$ cat config.mk
export PLATFORM = sky130hd
export DESIGN_NAME = cpu_sequencer_flat
export DESIGN_NICKNAME = d
export VERILOG_FILES = /design/src/rtl/cpu_sequencer_if.sv /design/src/rtl/cpu_sequencer.sv /design/src/flat_wrapper.sv
export SDC_FILE = /design/constraint.sdc
export NUM_CORES = 1
export LEC_CHECK = 0
export ABC_AREA = 1
export ABC_CLOCK_PERIOD_IN_PS = 4300
export CORE_MARGIN = 2
export CORE_UTILIZATION = 25
export DETAILED_ROUTE_END_ITERATION = 8
export GPL_TIMING_DRIVEN = 0
export SLEW_MARGIN = 10
export SYNTH_ARGS = -nofsm -noshare
export SYNTH_HDL_FRONTEND = slang
export SYNTH_SLANG_ARGS = --single-unit
$ cat constraint.sdc
create_clock -name i_Clock -period 4.3 [get_ports i_Clock]
set_input_delay 0.43 -clock i_Clock [delete_from_list [all_inputs] [get_ports i_Clock]]
set_output_delay 0.43 -clock i_Clock [all_outputs]
set_load 0.01 [all_outputs]
$ cat src/rtl/cpu_sequencer_if.sv
// Handshake and strobe bundle between the RV32I sequencer and its environment.
// master = sequencer side, slave = decoder/memories/debug side.
interface cpu_sequencer_if #(
  parameter int COUNT_WIDTH = 32
);
  logic [6:0]             i_Op_Code;
  logic                   i_Reg_Write_Enable;
  logic                   i_Mem_Write_Enable;
  logic                   i_Instr_Valid;
  logic                   i_Dmem_Ready;
  logic                   i_Halt_Request;
  logic                   i_Resume;
  logic                   o_Instr_Req;
  logic                   o_Instr_Latch;
  logic                   o_Dmem_Req;
  logic                   o_Dmem_Write;
  logic                   o_Reg_Write;
  logic                   o_Pc_Write;
  logic                   o_Halted;
  logic [1:0]             o_Fault;
  logic [COUNT_WIDTH-1:0] o_Retired_Count;

  modport master (
    input  i_Op_Code, i_Reg_Write_Enable, i_Mem_Write_Enable, i_Instr_Valid,
           i_Dmem_Ready, i_Halt_Request, i_Resume,
    output o_Instr_Req, o_Instr_Latch, o_Dmem_Req, o_Dmem_Write, o_Reg_Write,
           o_Pc_Write, o_Halted, o_Fault, o_Retired_Count
  );

  modport slave (
    output i_Op_Code, i_Reg_Write_Enable, i_Mem_Write_Enable, i_Instr_Valid,
           i_Dmem_Ready, i_Halt_Request, i_Resume,
    input  o_Instr_Req, o_Instr_Latch, o_Dmem_Req, o_Dmem_Write, o_Reg_Write,
           o_Pc_Write, o_Halted, o_Fault, o_Retired_Count
  );
endinterface

$ cat src/rtl/cpu_sequencer.sv
// Multi-cycle FETCH/DECODE/EXECUTE/MEMORY/WRITEBACK sequencer for the RV32I core.
// Gates decoder enables into single-cycle strobes, runs the imem/dmem handshakes
// under a watchdog, counts retired instructions and handles debug halt/resume.
module cpu_sequencer #(
  parameter int TIMEOUT_CYCLES = 255,
  parameter int COUNT_WIDTH    = 32
) (
  input  logic            i_Clock,
  input  logic            i_Reset_N,
  cpu_sequencer_if.master bus
);

  localparam logic [6:0] OP_OP     = 7'b0110011;
  localparam logic [6:0] OP_LUI    = 7'b0110111;
  localparam logic [6:0] OP_AUIPC  = 7'b0010111;
  localparam logic [6:0] OP_JAL    = 7'b1101111;
  localparam logic [6:0] OP_OPIMM  = 7'b0010011;
  localparam logic [6:0] OP_JALR   = 7'b1100111;
  localparam logic [6:0] OP_LOAD   = 7'b0000011;
  localparam logic [6:0] OP_STORE  = 7'b0100011;
  localparam logic [6:0] OP_BRANCH = 7'b1100011;

  localparam logic [1:0] FLT_NONE    = 2'd0;
  localparam logic [1:0] FLT_ILLEGAL = 2'd1;
  localparam logic [1:0] FLT_FETCH   = 2'd2;
  localparam logic [1:0] FLT_DMEM    = 2'd3;

  // Watchdog fires when the current wait cycle is the TIMEOUT_CYCLES-th one.
  localparam logic [15:0] TMO_LAST = 16'(TIMEOUT_CYCLES - 1);

  typedef enum logic [2:0] {
    S_FETCH,
    S_DECODE,
    S_EXECUTE,
    S_MEMORY,
    S_WRITEBACK,
    S_HALT
  } state_e;

  state_e                 state_q, state_d;
  logic [1:0]             fault_q, fault_d;
  logic [15:0]            wdog_q, wdog_d;
  logic [COUNT_WIDTH-1:0] retired_q, retired_d;
  logic [1:0]             rst_sync_q;
  logic                   rst_int_n;

  function automatic logic is_legal(input logic [6:0] op);
    case (op)
      OP_OP, OP_LUI, OP_AUIPC, OP_JAL, OP_OPIMM,
      OP_JALR, OP_LOAD, OP_STORE, OP_BRANCH: is_legal = 1'b1;
      default:                               is_legal = 1'b0;
    endcase
  endfunction

  function automatic logic is_mem(input logic [6:0] op);
    is_mem = (op == OP_LOAD) || (op == OP_STORE);
  endfunction

  // Reset synchroniser: asserts immediately, releases two edges after i_Reset_N rises.
  always_ff @(posedge i_Clock or negedge i_Reset_N) begin
    if (!i_Reset_N) rst_sync_q <= 2'b00;
    else            rst_sync_q <= {rst_sync_q[0], 1'b1};
  end

  assign rst_int_n = rst_sync_q[1];

  // Next-state, watchdog, fault and retire-count computation.
  always_comb begin
    state_d   = state_q;
    fault_d   = fault_q;
    wdog_d    = '0;
    retired_d = retired_q;
    case (state_q)
      S_FETCH: begin
        if (bus.i_Instr_Valid) begin
          state_d = S_DECODE;
        end else if (wdog_q == TMO_LAST) begin
          state_d = S_HALT;
          fault_d = FLT_FETCH;
        end else begin
          wdog_d = wdog_q + 16'd1;
        end
      end
      S_DECODE: begin
        if (is_legal(bus.i_Op_Code)) begin
          state_d = S_EXECUTE;
        end else begin
          state_d = S_HALT;
          fault_d = FLT_ILLEGAL;
        end
      end
      S_EXECUTE: begin
        state_d = is_mem(bus.i_Op_Code) ? S_MEMORY : S_WRITEBACK;
      end
      S_MEMORY: begin
        if (bus.i_Dmem_Ready) begin
          state_d = S_WRITEBACK;
        end else if (wdog_q == TMO_LAST) begin
          state_d = S_HALT;
          fault_d = FLT_DMEM;
        end else begin
          wdog_d = wdog_q + 16'd1;
        end
      end
      S_WRITEBACK: begin
        // Halt is only honoured here so the in-flight instruction always retires.
        retired_d = retired_q + COUNT_WIDTH'(1);
        state_d   = bus.i_Halt_Request ? S_HALT : S_FETCH;
      end
      S_HALT: begin
        // Faults are sticky: only reset leaves a faulted HALT.
        if (bus.i_Resume && (fault_q == FLT_NONE)) state_d = S_FETCH;
      end
      default: begin
        state_d = S_FETCH;
      end
    endcase
  end

  // Sequencer state registers, held in reset until the synchronised release.
  always_ff @(posedge i_Clock or negedge rst_int_n) begin
    if (!rst_int_n) begin
      state_q   <= S_FETCH;
      fault_q   <= FLT_NONE;
      wdog_q    <= '0;
      retired_q <= '0;
    end else begin
      state_q   <= state_d;
      fault_q   <= fault_d;
      wdog_q    <= wdog_d;
      retired_q <= retired_d;
    end
  end

  // Outputs decode the registered state; qualifying with rst_int_n keeps them low
  // through reset and drops a pending request as soon as reset asserts.
  assign bus.o_Instr_Req     = rst_int_n && (state_q == S_FETCH);
  assign bus.o_Instr_Latch   = rst_int_n && (state_q == S_FETCH) && bus.i_Instr_Valid;
  assign bus.o_Dmem_Req      = rst_int_n && (state_q == S_MEMORY);
  assign bus.o_Dmem_Write    = rst_int_n && (state_q == S_MEMORY) && bus.i_Mem_Write_Enable;
  assign bus.o_Reg_Write     = rst_int_n && (state_q == S_WRITEBACK) && bus.i_Reg_Write_Enable;
  assign bus.o_Pc_Write      = rst_int_n && (state_q == S_WRITEBACK);
  assign bus.o_Halted        = rst_int_n && (state_q == S_HALT);
  assign bus.o_Fault         = fault_q;
  assign bus.o_Retired_Count = retired_q;

endmodule

$ cat src/flat_wrapper.sv
// flat-port wrapper written by rule: the top's interface ports become plain ports
module cpu_sequencer_flat 
#(
  parameter int TIMEOUT_CYCLES = 255,
  parameter int COUNT_WIDTH    = 32
)
  (i_Clock, i_Reset_N, bus_i_Op_Code, bus_i_Reg_Write_Enable, bus_i_Mem_Write_Enable, bus_i_Instr_Valid, bus_i_Dmem_Ready, bus_i_Halt_Request, bus_i_Resume, bus_o_Instr_Req, bus_o_Instr_Latch, bus_o_Dmem_Req, bus_o_Dmem_Write, bus_o_Reg_Write, bus_o_Pc_Write, bus_o_Halted, bus_o_Fault, bus_o_Retired_Count);
  cpu_sequencer_if #(.COUNT_WIDTH(COUNT_WIDTH)) bus_i ();
  input  logic i_Clock;
  input  logic i_Reset_N;
  input wire logic [$bits(bus_i.i_Op_Code)-1:0] bus_i_Op_Code;
  input wire logic [$bits(bus_i.i_Reg_Write_Enable)-1:0] bus_i_Reg_Write_Enable;
  input wire logic [$bits(bus_i.i_Mem_Write_Enable)-1:0] bus_i_Mem_Write_Enable;
  input wire logic [$bits(bus_i.i_Instr_Valid)-1:0] bus_i_Instr_Valid;
  input wire logic [$bits(bus_i.i_Dmem_Ready)-1:0] bus_i_Dmem_Ready;
  input wire logic [$bits(bus_i.i_Halt_Request)-1:0] bus_i_Halt_Request;
  input wire logic [$bits(bus_i.i_Resume)-1:0] bus_i_Resume;
  output wire logic [$bits(bus_i.o_Instr_Req)-1:0] bus_o_Instr_Req;
  output wire logic [$bits(bus_i.o_Instr_Latch)-1:0] bus_o_Instr_Latch;
  output wire logic [$bits(bus_i.o_Dmem_Req)-1:0] bus_o_Dmem_Req;
  output wire logic [$bits(bus_i.o_Dmem_Write)-1:0] bus_o_Dmem_Write;
  output wire logic [$bits(bus_i.o_Reg_Write)-1:0] bus_o_Reg_Write;
  output wire logic [$bits(bus_i.o_Pc_Write)-1:0] bus_o_Pc_Write;
  output wire logic [$bits(bus_i.o_Halted)-1:0] bus_o_Halted;
  output wire logic [$bits(bus_i.o_Fault)-1:0] bus_o_Fault;
  output wire logic [$bits(bus_i.o_Retired_Count)-1:0] bus_o_Retired_Count;
  assign bus_i.i_Op_Code = bus_i_Op_Code;
  assign bus_i.i_Reg_Write_Enable = bus_i_Reg_Write_Enable;
  assign bus_i.i_Mem_Write_Enable = bus_i_Mem_Write_Enable;
  assign bus_i.i_Instr_Valid = bus_i_Instr_Valid;
  assign bus_i.i_Dmem_Ready = bus_i_Dmem_Ready;
  assign bus_i.i_Halt_Request = bus_i_Halt_Request;
  assign bus_i.i_Resume = bus_i_Resume;
  assign bus_o_Instr_Req = bus_i.o_Instr_Req;
  assign bus_o_Instr_Latch = bus_i.o_Instr_Latch;
  assign bus_o_Dmem_Req = bus_i.o_Dmem_Req;
  assign bus_o_Dmem_Write = bus_i.o_Dmem_Write;
  assign bus_o_Reg_Write = bus_i.o_Reg_Write;
  assign bus_o_Pc_Write = bus_i.o_Pc_Write;
  assign bus_o_Halted = bus_i.o_Halted;
  assign bus_o_Fault = bus_i.o_Fault;
  assign bus_o_Retired_Count = bus_i.o_Retired_Count;
  cpu_sequencer #(.TIMEOUT_CYCLES(TIMEOUT_CYCLES), .COUNT_WIDTH(COUNT_WIDTH)) u_core (.i_Clock(i_Clock), .i_Reset_N(i_Reset_N), .bus(bus_i));
endmodule
==> impl_metrics.py <==
metrics = {
    "status": {
        "status": "completed",
    },
    "detailed_routing": {
        "via_per_inst": 4.27,
        "vias": 2940,
        "drt_iter0_drc": 146,
        "wirelength_um": 7750,
        "wl_per_cell_um": 11.2,
        "dr.pass1.iters": 4,
        "drc": 0,
        "ant_nets": 0,
    },
    "global_routing": {
        "grt_pass1_wl_um": 13200,
        "grtUsageTotal": 0.114,
        "grt_pass1_vias": 2827,
        "antenna_found_initial": 0,
        "grt_max_degree": 37,
        "gr-total-overflow": 0,
    },
    "cts": {
        "cts-root-buf": "clkbuf_16",
        "htreeDepth": 2,
        "cts_made_buffers": 5,
        "cts_resized": 0,
        "cts_hold_buffers": 0,
        "cts.path.max_buffers": 2,
        "post_cts_buffers": 0,
        "path_clk_slew_ns": 0.07,
        "cts_tree": "done",
        "insertion_delay_ns": 0.29,
        "cts_sinks": 55,
    },
    "final_layout": {
        "stdcell_count": 689,
        "multi_input_area_um2": 1650,
        "area_growth_pct": 28.3,
        "antenna_cells": 0,
        "drive_above_1_share": 0.0716,
        "fin_nets": 534,
        "num-fill-cells": 1367,
        "regArea_um2": 1380,
        "final_cell_mix": "nand2_1, nor2_1, inv_1",
        "final_common_cell": "nand2_1",
    },
    "pwr": {
        "peakVddDrop_mv": 0.168,
        "p_per_area_nw_per_um2": 345,
        "p_leak_uw": 0.00194,
        "power.total_uw": 1460,
    },
    "job": {
        "cap_viol_max_count": 0,
    },
    "critical_path": {
        "cp-start-kind": "register",
        "endpoint_kind": "output pin",
        "critPathKind": "reg -> out",
        "cp.arrival_ns": 2.06,
        "crit_path_max_incr_delay_ns": 0.57,
        "crit_chain": "nor2_4 -> nand2_4 -> buf_4 -> nor3b_1 -> clkdlybuf4s50_1",
        "crit_family": "buffers and inverters",
        "crit_buf_inv": 2,
        "crit_slowest_cell": "clkdlybuf4s50_1",
        "crit_fanout": 10,
        "worstPathRequired_ns": 3.87,
    },
    "logic_synthesis": {
        "synth.avg_cell_area_um2": 7.26,
        "synth_area_um2": 3290,
        "syn-instance-count": 453,
        "syn-num-nets": 471,
        "synth_seq_cells": 55,
        "ys_types": 33,
        "ys_seq_area_frac": 0.418,
        "ys_warn_count": 0,
    },
    "place": {
        "io_buffers": 55,
        "hpwl_um": 6250,
        "gp_congestion": 0.846,
        "dpl.cell_count": 681,
    },
    "floorplan": {
        "die_h_um": 119,
        "core_um2": 12700,
        "rows": 41,
        "die_x_um": 119,
        "dieArea_um2": 14100,
        "io_pins": 56,
        "initial_core_util": 0.259,
    },
    "timing": {
        "slew_violations": 0,
        "rsz0062_at_grt": "false",
        "period_needed_ns": 2.49,
        "fmax_mhz": 402,
        "setup_violations": 0,
        "clock_skew_ns": 0.00516,
        "final.setup.tns_ns": 0,
        "hold_viol_final": 0,
        "period_share": 0.579,
    },
    "min_path": {
        "worstHoldPathType": "reg -> async",
    },
}
## metrics by stage
step / hold slack, ns / cell area, µm² / setup WS, ns / utilization
3_3_place_gp: 0.339 / 4060 / 0.550 / 0.319
4_1_cts: 0.242 / 4220 / 1.79 / 0.332
6_report: 0.223 / 4220 / 1.81 / 0.332
5_1_grt: 0.264 / 4220 / 1.70 / 0.332
2_1_floorplan: 0.134 / 3290 / 1.67 / -
3_5_place_dp: 0.234 / 4080 / 2.00 / 0.321
## synthesized netlist by cell type
| library cell | number | area (µm²) |
|---|---|---|
| nand2_1 | 140 | 526 |
| conb_1 | 1 | 3.75 |
| nor2_4 | 3 | 33.8 |
| nor3_4 | 1 | 16.3 |
| inv_1 | 59 | 221 |
| dfrtp_1 | 55 | 1380 |
| nor2_2 | 5 | 31.3 |
| inv_2 | 3 | 11.3 |
| xor2_1 | 16 | 140 |
| xnor2_1 | 8 | 70.1 |
| o21a_1 | 4 | 30.0 |
| o21ai_1 | 3 | 15.0 |
| and3_2 | 2 | 15.0 |
| ha_1 | 3 | 37.5 |
| buf_6 | 1 | 11.3 |
| o21ai_0 | 4 | 20.0 |
| nor4_1 | 1 | 6.26 |
| a21oi_1 | 7 | 35.0 |
| and2_1 | 1 | 6.26 |
| nand3_1 | 21 | 105 |
| inv_4 | 1 | 6.26 |
| nand4_1 | 13 | 81.3 |
| a211oi_2 | 1 | 12.5 |
| o21ai_4 | 1 | 16.3 |
| nand2_4 | 3 | 33.8 |
| clkinv_1 | 1 | 3.75 |
| nand3b_1 | 5 | 37.5 |
| buf_4 | 1 | 7.51 |
| nor3b_1 | 1 | 7.51 |
| nor2_1 | 68 | 255 |
| nor3_1 | 15 | 75.1 |
| nor3_2 | 3 | 30.0 |
| nand2_2 | 2 | 12.5 |
## final cells by class
type,instances,share of cell area
Inverter,64,0.0575
Clock inverter,3,0.00445
Tap cell,172,0.0510
Multi-Input combinational cell,332,0.392
Timing Repair Buffer,56,0.135
Sequential cell,55,0.326
Clock buffer,5,0.0296
Buffer,2,0.00445
## routing by layer
layer,vias to the layer above,wire [µm],global-route usage
met4,0,132,0.0372
met3,9,337,0.0261
met1,1351,3670,0.147
li1,1539,-,-
met5,-,0,0
met2,41,3600,0.189
## path summary, 6_finish.rpt
path / start / endpoint / slack (ns) / depth (start not counted)
min in group i_Clock: u_core.rst_sync_q[0] / u_core.rst_sync_q[1] / 0.36 / 0
worst max-delay path: u_core.state_q[1] / bus_o_Reg_Write / 1.81 / 5
max in group asynchronous: u_core.rst_sync_q[1] / u_core.bus.o_Retired_Count[20] / 3.53 / 1
worst min-delay path: u_core.rst_sync_q[1] / u_core.wdog_q[5] / 0.22 / 0
worst min register to register: u_core.rst_sync_q[1] / u_core.wdog_q[5] / 0.22 / 0
worst max register to register: u_core.bus.o_Retired_Count[0] / u_core.bus.o_Retired_Count[28] / 2.42 / 10
## cells by family (layout without fill, tap and decap cells)
logic type,count (synthesis),count (layout),share of synthesized area
simple gates,284,284,0.387
buf+inv,66,130,0.0795
flops,55,55,0.418
xor+xnor,24,24,0.0639
compound gates,20,20,0.0392
fa+ha+maj,3,3,0.0114
other cells,1,1,0.00114
## power breakdown
| group | switching [µW] | internal, µW | total [µW] |
|---|---|---|---|
| combinational | 242 | 184 | 426 |
| sequential | 66.2 | 566 | 632 |
| clock | 184 | 216 | 400 |
| total | 492 | 966 | 1460 |
## registers in the layout, summed over array words and instances, names as in the netlist
register                    count
u_core.bus.o_Fault              2
u_core.wdog_q                  16
u_core.bus.o_Retired_Count     32
u_core.rst_sync_q               2
u_core.state_q                  3
Note: power is estimated with default switching activity, not from simulation.
